--- src/rtl/loop_cnt_stack.sv ---
// Loop counter stack: LIFO of loop counts with in-place decrement of the top entry.
// Outputs are pure decodes of the registered level/entry state, so they read back with zero latency.
module loop_cnt_stack #(
  parameter int WIDTH = 14,
  parameter int DEPTH = 4,
  parameter int LW    = $clog2(DEPTH + 1)
) (
  input  logic             DSPCLK,
  input  logic             T_RST,
  input  logic             CNS_CKenb,
  input  logic [WIDTH-1:0] CNTin,
  input  logic             PushCNT_EN,
  input  logic             PopCNT_EN,
  input  logic             DecCNT_EN,
  input  logic             ErrClr,
  output logic [WIDTH-1:0] TopCNT,
  output logic [LW-1:0]    CNT_level,
  output logic             CNT_empty,
  output logic             CNT_full,
  output logic             CNT_has1,
  output logic             TopCE,
  output logic             CNT_ovf,
  output logic             CNT_unf
);

  localparam int IW = (DEPTH > 1) ? $clog2(DEPTH) : 1;

  logic [WIDTH-1:0] mem [DEPTH];
  logic [LW-1:0]    level;
  logic [LW-1:0]    lvl_m1;
  logic [IW-1:0]    top_idx;
  logic [IW-1:0]    wr_idx;
  logic             ovf, unf;

  logic op_en, empty, full;
  logic do_push_new, do_replace, do_pop, do_dec;
  logic ovf_set, unf_set;

  assign lvl_m1  = level - LW'(1);
  assign top_idx = lvl_m1[IW-1:0];
  assign wr_idx  = level[IW-1:0];

  assign op_en = ~CNS_CKenb;
  assign empty = (level == '0);
  assign full  = (level == LW'(DEPTH));

  // Push+pop on an empty stack degenerates to a plain push; dec only acts when alone.
  assign do_push_new = op_en & PushCNT_EN & (~PopCNT_EN | empty) & ~full;
  assign do_replace  = op_en & PushCNT_EN & PopCNT_EN & ~empty;
  assign do_pop      = op_en & PopCNT_EN & ~PushCNT_EN & ~empty;
  assign do_dec      = op_en & DecCNT_EN & ~PushCNT_EN & ~PopCNT_EN & ~empty;
  assign ovf_set     = op_en & PushCNT_EN & ~PopCNT_EN & full;
  assign unf_set     = op_en & ~PushCNT_EN & (PopCNT_EN | DecCNT_EN) & empty;

  always_ff @(posedge DSPCLK) begin
    if (T_RST) begin
      level <= '0;
      ovf   <= 1'b0;
      unf   <= 1'b0;
      for (int i = 0; i < DEPTH; i++) mem[i] <= '0;
    end else begin
      if (do_push_new) begin
        mem[wr_idx] <= CNTin;
        level       <= level + LW'(1);
      end else if (do_replace) begin
        mem[top_idx] <= CNTin;
      end else if (do_pop) begin
        level <= lvl_m1;
      end else if (do_dec) begin
        mem[top_idx] <= mem[top_idx] - WIDTH'(1);
      end
      // A new error event outranks a clear in the same cycle.
      ovf <= ovf_set | (ovf & ~ErrClr);
      unf <= unf_set | (unf & ~ErrClr);
    end
  end

  assign TopCNT    = empty ? '0 : mem[top_idx];
  assign CNT_level = level;
  assign CNT_empty = empty;
  assign CNT_full  = full;
  assign CNT_has1  = (level == LW'(1));
  assign TopCE     = ~empty & (mem[top_idx] == WIDTH'(1));
  assign CNT_ovf   = ovf;
  assign CNT_unf   = unf;

endmodule

--- config.mk ---
export PLATFORM = sky130hd
export DESIGN_NAME = loop_cnt_stack
export DESIGN_NICKNAME = d
export VERILOG_FILES = /design/src/rtl/loop_cnt_stack.sv
export SDC_FILE = /design/constraint.sdc
export NUM_CORES = 1
export LEC_CHECK = 0
export ABC_AREA = 1
export BUFFER_PORTS_ARGS = -buffer_cell sky130_fd_sc_hd__buf_4
export CAP_MARGIN = 0
export CORE_MARGIN = 2
export CORE_UTILIZATION = 35
export CTS_BUF_LIST = sky130_fd_sc_hd__clkbuf_16
export DETAILED_ROUTE_END_ITERATION = 12
export PLACE_DENSITY = 0.61
export SYNTH_ARGS = -nofsm -noshare
export SYNTH_HDL_FRONTEND = slang
export SYNTH_SLANG_ARGS = --single-unit
--- constraint.sdc ---
create_clock -name DSPCLK -period 3.3 [get_ports DSPCLK]
set_input_delay 0.495 -clock DSPCLK [delete_from_list [all_inputs] [get_ports DSPCLK]]
set_output_delay 0.495 -clock DSPCLK [all_outputs]
set_load 0.01 [all_outputs]
# --- After elaboration in Yosys (flattened, before gate mapping) ---
# Memories as Yosys holds them, arrays and structs flattened.
# Index checks and enable logic that the tools add are counted.
totals:
  ramBits: 56
  out_inout_bits: 23
  regBits: 5
  in_bits: 21
  memories: 1
classes:
  n_mux: 26
  reduce_logical: 5
  eq_ne: 4
  bitwise: 31
  addsub: 3
memory_table:
  columns: ["memory", "words", "width", "read_ports", "rd_clocked_by_memory_dff", "write_ports", "line", "source"]
  rows:
  - ["mem", 4, 14, 1, 0, 4, "28", "logic [WIDTH-1:0] mem [DEPTH];"]
op_table:
  columns: ["operator", "count"]
  rows:
  - ["$mux 14", 4]
  - ["$reduce_or 14->1", 2]
  - ["$and 1x1->1", 20]
  - ["$mux 1", 17]
  - ["$eq 14x1->1 const B", 1]
  - ["$sub 14x1->14 const B", 1]
  - ["$mux 3", 3]
  - ["$not 1->1", 6]
  - ["$or 1x1->1", 5]
  - ["$mux 2", 2]
  - ["$add 3x1->3 const B", 1]
  - ["$eq 3x1->1 const B", 1]
  - ["$eq 3x3->1 const B", 1]
  - ["$logic_not 3->1", 1]
  - ["$sub 3x1->3 const B", 1]
  - ["$ne 2x2->1 const B", 1]
  - ["$reduce_and 2->1", 1]
  - ["$reduce_bool 2->1", 1]

# --- Longest topological paths before layout ---
# Gate-level depths: netlist (run 1).
logic_depth:
  depth_word: 14
  ltp_mapped: 17
  depth_no_buf: 13

# --- Least setup slack after synthesis (run 1) ---
# No wires, ideal clock.
synth_path:
  path_kind: "register to register"
  startpoint: "reg level[0] (netlist: CNT_level[0])"
  endpoint: "mem mem[3][0] (enable)"
  setup_ps: 407
  required_time_ps: 2893
  path_buffers: 2
  stages_incl_launch_ff: 12
  period_less_slack_ps: 3097
  path_slack_ps: 203
  arrival_ps: 2689
  path_cell_list: "dfxtp_1 inv_2 buf_6 buf_6 ha_1 nand2_2 nand2_1 nand3_1 nor2_2 nand2_1 o21ai_4 a211oi_1"
synth_lines:
  columns: ["item", "line", "source"]
  rows:
  - ["start, declared", "29", "logic [LW-1:0] level;"]
  - ["start signal, assigned", "64", "level <= level + LW'(1);"]
  - ["start signal, assigned", "68", "level <= lvl_m1;"]
  - ["end, declared", "28", null]

# --- Final worst setup path (run 1) ---
layout_path:
  startpoint: "reg level[1] (netlist: CNT_level[1])"
  endpoint: "out TopCE"
layout_via:
  elab_chain_cells: 4
  word_cells_on_any_way: 6
layout_rtl:
  columns: ["item", "line", "source"]
  rows:
  - ["$sub 3x1->3", "39", "assign lvl_m1 = level - LW'(1);"]
  - ["$mem_v2 4x14", null, null]
  - ["$eq 14x1->1", "83", "assign TopCE = ~empty & (mem[top_idx] == WIDTH'(1));"]
  - ["$and 1x1->1 (*)", "83", null]
  - ["end, declared", "21", "output logic TopCE,"]
# Mark *: on every way between the ends. The rest lies on a longest branch, timed or not.

==> results of run 1 <==
[metrics by stage]
stage / total power [mW] / utilization / instances / setup WS (ns) / instance area, µm²
CTS: 2.48 / 0.434 / 592 / 0.0664 / 4220
finish: 2.46 / 0.434 / 592 / 0.205 / 4220
detailed placement: 1.66 / 0.407 / 576 / 0.440 / 3960
global placement: 1.65 / 0.407 / 576 / 0.506 / 3960
global route: 2.60 / 0.434 / 592 / 0.0353 / 4220
floorplan: 1.43 / - / 403 / 0.203 / 3490
[cells in the final DEF, fill, tap and decap left out, types with 2 or more instances in the layout]
cell	netlist	routed
dfxtp_1	5	5
nand4_1	5	5
clkinv_1	0	2
clkinv_2	1	3
clkbuf_16	0	9
o21ai_0	7	7
nand2_2	5	5
xnor2_1	2	2
inv_1	29	30
inv_2	6	6
xor2_1	3	3
buf_4	1	55
a21oi_1	29	29
o21a_1	2	2
nor2_2	6	6
o21ai_1	2	2
nand2_1	125	125
nor2_4	2	2
ha_1	6	6
nand3_1	36	36
nand3_2	5	5
edfxtp_1	56	56
nor2_1	39	39
a21oi_2	6	6
[worst max path at each step]
stage / start / to / slack [ns] / cells past startpoint
after global placement: CNT_level[1]$_SDFFE_PP0P_ / TopCE / 0.51 / 10
after global routing: CNT_level[1]$_SDFFE_PP0P_ / TopCE / 0.04 / 10
after floorplan: CNT_level[0]$_SDFFE_PP0P_ / mem[3][0]$_DFFE_PP_ / 0.20 / 11
final: CNT_level[1]$_SDFFE_PP0P_ / TopCE / 0.20 / 10
after CTS: CNT_level[1]$_SDFFE_PP0P_ / TopCE / 0.07 / 10
after detailed placement: CNT_level[1]$_SDFFE_PP0P_ / TopCE / 0.44 / 10
[state kept, by name (all words and copies together), names as in the netlist]
name	count
mem	56
CNT_level	3
CNT_ovf	1
CNT_unf	1
[synth_stat cells (2+ instances only)]
| cell | instances | area, µm² |
|---|---|---|
| buf_6 | 5 | 56.3 |
| inv_1 | 29 | 109 |
| nand3_1 | 36 | 180 |
| nor2_1 | 39 | 146 |
| buf_2 | 8 | 40.0 |
| nand2_2 | 5 | 31.3 |
| nand2_1 | 125 | 469 |
| edfxtp_1 | 56 | 1680 |
| xnor2_1 | 2 | 17.5 |
| o21a_1 | 2 | 15.0 |
| inv_2 | 6 | 22.5 |
| nand4_1 | 5 | 31.3 |
| xor2_1 | 3 | 26.3 |
| nor2_2 | 6 | 37.5 |
| a21oi_1 | 29 | 145 |
| o21ai_0 | 7 | 35.0 |
| ha_1 | 6 | 75.1 |
| nand3_2 | 5 | 50.1 |
| o21ai_1 | 2 | 10.0 |
| dfxtp_1 | 5 | 100 |
| nor2_4 | 2 | 22.5 |
| a21oi_2 | 6 | 52.6 |
[cells by family after synthesis]
logic type	share of synthesized area
AND/OR/NAND/NOR	0.288
flip-flops	0.511
AO/OA/AOI/OAI	0.0966
buffers and inverters	0.0700
adder cells (fa/ha/maj)	0.0215
XOR/XNOR	0.0126
[layer usage]
metal,GRT usage,vias to the layer above
met4,0.0656,0
li1,-,1450
met2,0.295,56
met1,0.212,1370
met5,0,-
met3,0.0371,12
[final cells by class]
type                            instances  area [µm²]  area share
Clock inverter                          7        33.8     0.00800
Inverter                               36         138      0.0326
Clock buffer                            9         225      0.0533
Timing Repair Buffer                   55         413      0.0978
Tap cell                              133         166      0.0394
Multi-Input combinational cell        291        1470       0.347
Sequential cell                        61        1780       0.422
[power by group through the flow]
stage / Sequential (mW) / Clock, mW / Combinational, mW
floorplan: 0.944 / 0 / 0.488
global placement: 0.944 / 0 / 0.706
detailed placement: 0.946 / 0 / 0.715
CTS: 0.931 / 0.835 / 0.718
global route: 0.936 / 0.864 / 0.800
finish: 0.930 / 0.819 / 0.714
==> reports/qor.csv, run 1 <==
metric,value,unit
grt ovf,0,
ANT cells,0,
status,"complete, no violations",
yosys warns,0,
Setup crit end kind,output pin,
DRT iter0 DRCs,143,
Max Buffers Root-to-Sink,2,
met2 wire len,4390,µm
die area,0.0108,mm²
Clock Tree Root,clkbuf_16,
Nets,481,
Worst R2R Start,CNT_level[1]$_SDFFE_PP0P_,
Critical R2R Capture,mem[2][13]$_SDFFCE_PN0P_,
largest delay contributor family on the critical path,simple AND/OR/NAND/NOR gates,
global-route wire length before repair,14300,µm
"Cell Chain, Critical Path",inv_1 > ha_1 > buf_4 > nand3_1 > nand2_1 > inv_1 > ha_1 > nand3_1 > nor4_1 > buf_4,
Highest Signal Layer,met4,
Worst Hold Depth,2,
H-tree depth,3,
setup TNS,0,ns
sequential-to-total area share from yosys stat,0.511,
Worst-Margin Slew,0.763,ns
Reg2Reg Depth,12,
Overall Global Routing Usage,0.172,
Vias,2888,
pin count of the biggest net entering global routing,33,
Post-synth EDFFs,56,
Slew HR,0.490,
vias in the first global route,2814,
RSZ-0062 raised after global routing,false,
hold_ws,0.412,ns
max-cap violations,0,
CP Buf/Inv Count,4,
VDD IR max,0.000179,V
Hold Path End,CNT_ovf$_SDFF_PP0_,
routability cong.,0.834,
core footprint,0.00973,mm²
"Slew Viols, Final",0,
Comb power frac,0.290,
Fill cells,998,
FP Rows,36,
DRT antenna net count,0,
Avg WL per Cell,15.0,µm
clock-pin slew on the worst setup and hold paths,0.05,ns
Num CTS Buffers,9,
Yosys cell types,36,
layout cells sized above 1,0.231,
Mapped Nets,430,
hpwl dp,6210,µm
CP max stage delay,0.44,ns
ys async rst share,0,
post-CTS setup buffers,0,
Flop pwr share,0.378,
final hold viol count,0,
post-route clock skew,0.00583,ns
Die Y,104,µm
Syn Std Cell Area,0.00349,mm²
worst hold path class,input pin to register,
Power per Cell Area,583,mW/mm²
DRT Pass-1 Iters,4,
DR vias/cell,4.88,
clock share of power,0.332,
initial antenna violation count,0,
critical setup path kind,register to output pin,
I/O pin cnt,44,
area grow syn2layout,21.1,%
Psw,816,µW
IO Port Bufs,43,
Fmax achieved,0.323,GHz
Tcrit/Tclk final,0.938,
top_reg_cell synth,edfxtp_1,
WP data arrival,2.60,ns
HP Start,T_RST,
Routed WL,8880,µm
Sw Share,0.331,
Hold Buf Count CTS,0,
DRT met1 WL,4010,µm
R2R setup slack,0.68,ns
DRC,0,
Setup-failing EPs final,0,
Internal,1.65,mW
register bit count reported by yosys,61,
synthesized area per cell,8.65,µm²
Tmin final,3.10,ns
Resized Gates After CTS,0,
Num Clock Sinks,61,
crit start category,register,
critical path peak fanout,9,
Critical Path Slowest Stage Cell,dfxtp_1,
Leakage Power,1.78,nW
met3 wire len,346,µm
die width,104,µm
Post-Syn Instances,403,
Skew-Pair Late Insertion Delay,0.33,ns
Starting Density,0.358,
CTS tree,done,
"Req. time, crit path",2.80,ns
(Power assumes the default switching activity.)
==> run 2, diff against run 1 <==
--- a/config.mk
+++ b/config.mk
@@ -9,10 +9,10 @@
 export BUFFER_PORTS_ARGS = -buffer_cell sky130_fd_sc_hd__buf_4
 export CAP_MARGIN = 0
 export CORE_MARGIN = 2
-export CORE_UTILIZATION = 35
+export CORE_UTILIZATION = 50
 export CTS_BUF_LIST = sky130_fd_sc_hd__clkbuf_16
 export DETAILED_ROUTE_END_ITERATION = 12
-export PLACE_DENSITY = 0.61
+export PLACE_DENSITY = 0.78
 export SYNTH_ARGS = -nofsm -noshare
 export SYNTH_HDL_FRONTEND = slang
 export SYNTH_SLANG_ARGS = --single-unit
==> reports/qor.csv, run 2 (synthesis results as in run 1) <==
metric,value,unit,change
status,"complete, no violations",,unchanged
pin count of the biggest net entering global routing,33,,unchanged
H-tree depth,3,,unchanged
"commonest non-fill, non-tap cell in the layout",nand2_1,,unchanged
Nets,476,,was 481
final worst slack,0.166,ns,was 0.205 ns
Fill cells,568,,was 998
DRC,0,,unchanged
grt met2 use,0.402,,was 0.295
Num CTS Buffers,9,,unchanged
die width,87.5,µm,was 104 µm
CTS tree,done,,unchanged
crit start category,register,,unchanged
worst hold path class,input pin to register,,unchanged
hpwl dp,5680,µm,was 6210 µm
DRT iter0 DRCs,253,,was 143
Post-Layout Cell Count,532,,was 592
Num Clock Sinks,61,,unchanged
Tmin final,3.13,ns,was 3.10 ns
number of flip-flops under the largest register name,56,,unchanged
Top reg by flops,mem,,unchanged
Leakage Power,1.76,nW,was 1.78 nW
initial antenna violation count,0,,unchanged
GRT met1 Usage,0.293,,was 0.212
register area,0.00178,mm²,unchanged
critical path peak fanout,15,,was 9
"Req. time, crit path",2.80,ns,about the same
post-route clock skew,0.00691,ns,was 0.00583 ns
VDD IR max,0.000301,V,was 0.000179 V
DR vias/cell,5.56,,was 4.88
ANT cells,0,,unchanged
met3 usage,0.0588,,was 0.0371
setup TNS,0,ns,unchanged
vias in the first global route,2895,,"was 2,814"
Worst-Margin Slew,1.13,ns,was 0.763 ns
max-cap violations,0,,unchanged
most frequent cells in the layout,"nand2_1, edfxtp_1, buf_4",,unchanged
core footprint,0.00676,mm²,was 0.00973 mm²
WP data arrival,2.64,ns,was 2.60 ns
grt ovf,0,,unchanged
area grow syn2layout,18.5,%,was 21.1%
Clock Tree Root,clkbuf_16,,unchanged
Fmax achieved,0.319,GHz,was 0.323 GHz
Multi-input gate area,0.00147,mm²,unchanged
final hold viol count,0,,unchanged
DRT Pass-1 Iters,5,,was 4
RSZ-0062 raised after global routing,false,,unchanged
global-route wire length before repair,13700,µm,"was 14,300 µm"
Avg WL per Cell,16.4,µm,was 15.0 µm
I/O pin cnt,44,,unchanged
Skew-Pair Late Insertion Delay,0.33,ns,about the same
layout cells sized above 1,0.217,,was 0.231
Slew HR,0.243,,was 0.490
"Slew Viols, Final",0,,unchanged
Hold Buf Count CTS,0,,unchanged
Vias,2959,,"was 2,888"
Starting Density,0.516,,was 0.358
DRT antenna net count,0,,unchanged
critical setup path kind,register to output pin,,unchanged
clock-pin slew on the worst setup and hold paths,0.05,ns,about the same
die area,0.00766,mm²,was 0.0108 mm²
FP Rows,30,,was 36
Power per Cell Area,611,mW/mm²,was 583 mW/mm²
hold_ws,0.405,ns,was 0.412 ns
Overall Global Routing Usage,0.244,,was 0.172
Max Buffers Root-to-Sink,2,,unchanged
IO Port Bufs,43,,unchanged
Setup-failing EPs final,0,,unchanged
Cells after DPL,518,,was 576
Routed WL,8730,µm,was 8880 µm
Tcrit/Tclk final,0.950,,was 0.938
Die Y,87.5,µm,was 104 µm
layer with the highest usage,met2,,unchanged
routability cong.,0.881,,was 0.834
dpl ws,0.524,ns,was 0.440 ns
Setup crit end kind,output pin,,unchanged
-- run 2: cell types whose count changed in the layout (fill, tap and decap cells not counted), sizes merged --
cell / before / now
bufinv: 0 / 1
buf: 55 / 50
clkinvlp: 1 / 0
clkinv: 5 / 3
-- run 2: area by class of cell --
class / count / share of cell area
Clock buffer: 9 / 0.0545
Inverter: 36 / 0.0333
Timing Repair Buffer: 50 / 0.0909
Multi-Input combinational cell: 291 / 0.355
Clock inverter: 5 / 0.0109
Sequential cell: 61 / 0.431
Tap cell: 80 / 0.0242
-- run 2: report_power, final --
part | leakage (nW) | switching (mW) | internal (mW)
clock | 0.135 | 0.316 | 0.564
combinational | 1.00 | 0.481 | 0.231
sequential | 0.622 | 0.0191 | 0.911
total | 1.76 | 0.816 | 1.71
-- run 2: final timing paths --
| path | depth (start not counted) | end | from | slack [ns] |
|---|---|---|---|---|
| max | 9 | TopCE | CNT_level[1]$_SDFFE_PP0P_ | 0.17 |
| min | 2 | CNT_ovf$_SDFF_PP0_ | T_RST | 0.40 |
| max reg2reg | 11 | mem[2][13]$_SDFFCE_PN0P_ | CNT_level[1]$_SDFFE_PP0P_ | 0.49 |
| min reg2reg | 2 | CNT_ovf$_SDFF_PP0_ | CNT_ovf$_SDFF_PP0_ | 0.46 |
-- run 2: timing repair --
item                                    in CTS  in global routing
setup buffers                                0                  0
gates resized for setup                      0                  1
endpoints found under the setup margin       0                  1
-- run 2: metrics by stage --
stage	power [mW]	instance area (µm²)	utilization
floorplan	1.43	3490	-
global placement	1.63	3860	0.571
detailed placement	1.64	3860	0.571
CTS	2.52	4130	0.611
global route	2.64	4130	0.611
finish	2.52	4130	0.611
-- run 2: metal layers --
layer	routed length, µm	vias to the layer above
met5	0	-
met4	304	0
met3	553	28
met2	4210	129
met1	3660	1369
li1	-	1433
-- run 2: critical path, cell delays in order (launching register included) --
cell and delay, ns:
dfxtp_1 0.44, inv_1 0.12, ha_1 0.35, buf_4 0.26, nand3_1 0.11, nand2_1 0.20, ha_1 0.18, nand3_1 0.07
nor4_1 0.38, buf_4 0.20
==> run 3, diff against run 2 <==
==> constraint.sdc (replaced) <==
create_clock -name DSPCLK -period 3.3 [get_ports DSPCLK]
set_input_delay 0 -clock DSPCLK [delete_from_list [all_inputs] [get_ports DSPCLK]]
set_output_delay 0 -clock DSPCLK [all_outputs]
set_load 0.01 [all_outputs]
==> reports/qor.csv, run 3 (synthesis results as in run 1) <==
metric,value,unit,change
status,"complete, no violations",,unchanged
worst hold path class,input pin to register,,unchanged
Setup crit end kind,output pin,,unchanged
RSZ-0062 raised after global routing,false,,unchanged
Finished Core Util,0.620,,was 0.611
Worst R2R Start,CNT_level[1]$_SDFFE_PP0P_,,unchanged
CP Depth,10,,was 9
WP data arrival,2.76,ns,was 2.64 ns
"Cell Chain, Critical Path",inv_1 > ha_1 > clkinv_2 > nand3_1 > nand2_1 > inv_1 > ha_1 > nand3_1 > nor4_1 > buf_4,,was inv_1 > ha_1 > buf_4 > nand3_1 > nand2_1 > ha_1 > nand3_1 > nor4_1 > buf_4
Overall Global Routing Usage,0.247,,was 0.244
core footprint,0.00676,mm²,unchanged
post-CTS setup buffers,0,,unchanged
vias in the first global route,2822,,"was 2,895"
DRT Pass-1 Iters,5,,unchanged
final hold viol count,0,,unchanged
ANT cells,0,,unchanged
Tmin final,2.76,ns,was 3.13 ns
die width,87.5,µm,unchanged
Routed WL,8810,µm,was 8730 µm
DR vias/cell,5.63,,was 5.56
"Slew Viols, Final",0,,unchanged
Clock Tree Root,clkbuf_16,,unchanged
Tcrit/Tclk final,0.836,,was 0.950
most frequent cells in the layout,"nand2_1, edfxtp_1, buf_4",,unchanged
critical setup path kind,register to output pin,,unchanged
post-route clock skew,0.00588,ns,was 0.00691 ns
layout cells sized above 1,0.227,,was 0.217
routability cong.,0.873,,was 0.881
Num CTS Buffers,9,,unchanged
CP Buf/Inv Count,4,,was 3
pin count of the biggest net entering global routing,33,,unchanged
power consumption,2.55,mW,was 2.52 mW
largest delay contributor family on the critical path,simple AND/OR/NAND/NOR gates,,unchanged
VDD IR max,0.000309,V,was 0.000301 V
die area,0.00766,mm²,unchanged
Post-Layout Cell Count,539,,was 532
Cells after DPL,521,,was 518
max-cap violations,0,,unchanged
Slew HR,0.465,,was 0.243
FP Rows,30,,unchanged
area grow syn2layout,20.2,%,was 18.5%
hpwl dp,5720,µm,was 5680 µm
global-route wire length before repair,14000,µm,"was 13,700 µm"
CP max stage delay,0.43,ns,was 0.44 ns
Num Clock Sinks,61,,unchanged
Max Buffers Root-to-Sink,2,,unchanged
H-tree depth,3,,unchanged
Nets,482,,was 476
clock-pin slew on the worst setup and hold paths,0.05,ns,about the same
DRC,0,,unchanged
"commonest non-fill, non-tap cell in the layout",nand2_1,,unchanged
"Req. time, crit path",3.30,ns,was 2.80 ns
Avg WL per Cell,16.3,µm,was 16.4 µm
crit start category,register,,unchanged
R2R setup slack,0.66,ns,was 0.49 ns
I/O pin cnt,44,,unchanged
Setup-failing EPs final,0,,unchanged
Skew-Pair Late Insertion Delay,0.33,ns,about the same
Setup crit end,TopCE,,unchanged
Critical Path Slowest Stage Cell,dfxtp_1,,unchanged
number of flip-flops under the largest register name,56,,unchanged
DRT iter0 DRCs,230,,was 253
Resized Gates After CTS,0,,unchanged
Worst Hold Depth,3,,was 2
HP Start,CNTin[5],,was T_RST
DRT antenna net count,0,,unchanged
Critical R2R Capture,mem[0][10]$_SDFFCE_PN0P_,,was mem[2][13]$_SDFFCE_PN0P_
Reg2Reg Depth,11,,unchanged
Die Y,87.5,µm,unchanged
setup TNS,0,ns,unchanged
Worst Setup SP,CNT_level[1]$_SDFFE_PP0P_,,unchanged
Leakage Power,1.79,nW,was 1.76 nW
initial antenna violation count,0,,unchanged
CTS tree,done,,unchanged
Worst-Margin Slew,0.801,ns,was 1.13 ns
critical path peak fanout,16,,was 15
Starting Density,0.516,,unchanged
grt ovf,0,,unchanged
Vias,3035,,"was 2,959"
Top reg by flops,mem,,unchanged
Hold Buf Count CTS,3,,was 0
Fmax achieved,0.362,GHz,was 0.319 GHz
Power per Cell Area,609,mW/mm²,was 611 mW/mm²
IO Port Bufs,43,,unchanged
[run 3: changes by cell type in the layout (fill, tap and decap cells not counted)]
cell           before  now
inv_4               1    0
inv_1              30   29
clkinv_2            0    3
buf_4              50   53
clkinvlp_4          0    1
dlygate4sd3_1       0    3
clkinv_1            3    2
[run 3: layer usage]
layer	up-vias	part of all wire	global-route usage
met3	22	0.082	0.0417
met1	1406	0.42	0.326
li1	1456	-	-
met4	0	0.027	0.133
met5	-	0	0
met2	151	0.47	0.389
[run 3: area by class of cell]
type | instances | area (µm²)
clock buffer | 9 | 225
clock inverter | 6 | 55.1
fill | 576 | 2560
inverter | 36 | 136
multi-input combinational | 291 | 1470
sequential | 61 | 1780
tap | 80 | 100
timing repair buffer | 56 | 428
[run 3: worst min-delay path by stage]
stage	to	slack [ns]
final	mem[3][5]$_DFFE_PP_	0.01
after global placement	CNT_ovf$_SDFF_PP0_	0.26
after CTS	mem[3][5]$_DFFE_PP_	0.006
after global routing	mem[3][5]$_DFFE_PP_	0.04
after floorplan	CNT_ovf$_SDFF_PP0_	0.07
after detailed placement	CNT_unf$_SDFF_PP0_	0.26
[run 3: power by group]
part	internal (mW)	leakage, nW	switching (mW)
clock network	0.571	0.136	0.322
registers	0.911	0.622	0.0198
logic	0.240	1.03	0.488
total	1.72	1.79	0.830
[run 3: through the flow]
step	hold WS [ns]	instance area (µm²)	setup WS [ns]
floorplan	0.0691	3490	0.203
detailed placement	0.258	3880	0.725
finish	0.0142	4190	0.541
CTS	0.00587	4190	0.581
global route	0.0366	4190	0.288
global placement	0.256	3880	0.791
[run 3: worst register-to-register path, stage by stage, from the launching register on]
cell,delay (ns)
dfxtp_1,0.43
inv_1,0.12
ha_1,0.32
buf_4,0.26
nand3_1,0.12
nand2_1,0.19
ha_1,0.20
nand3_1,0.13
nor2_1,0.23
nand4_1,0.17
nand3_2,0.14
a21oi_1,0.08
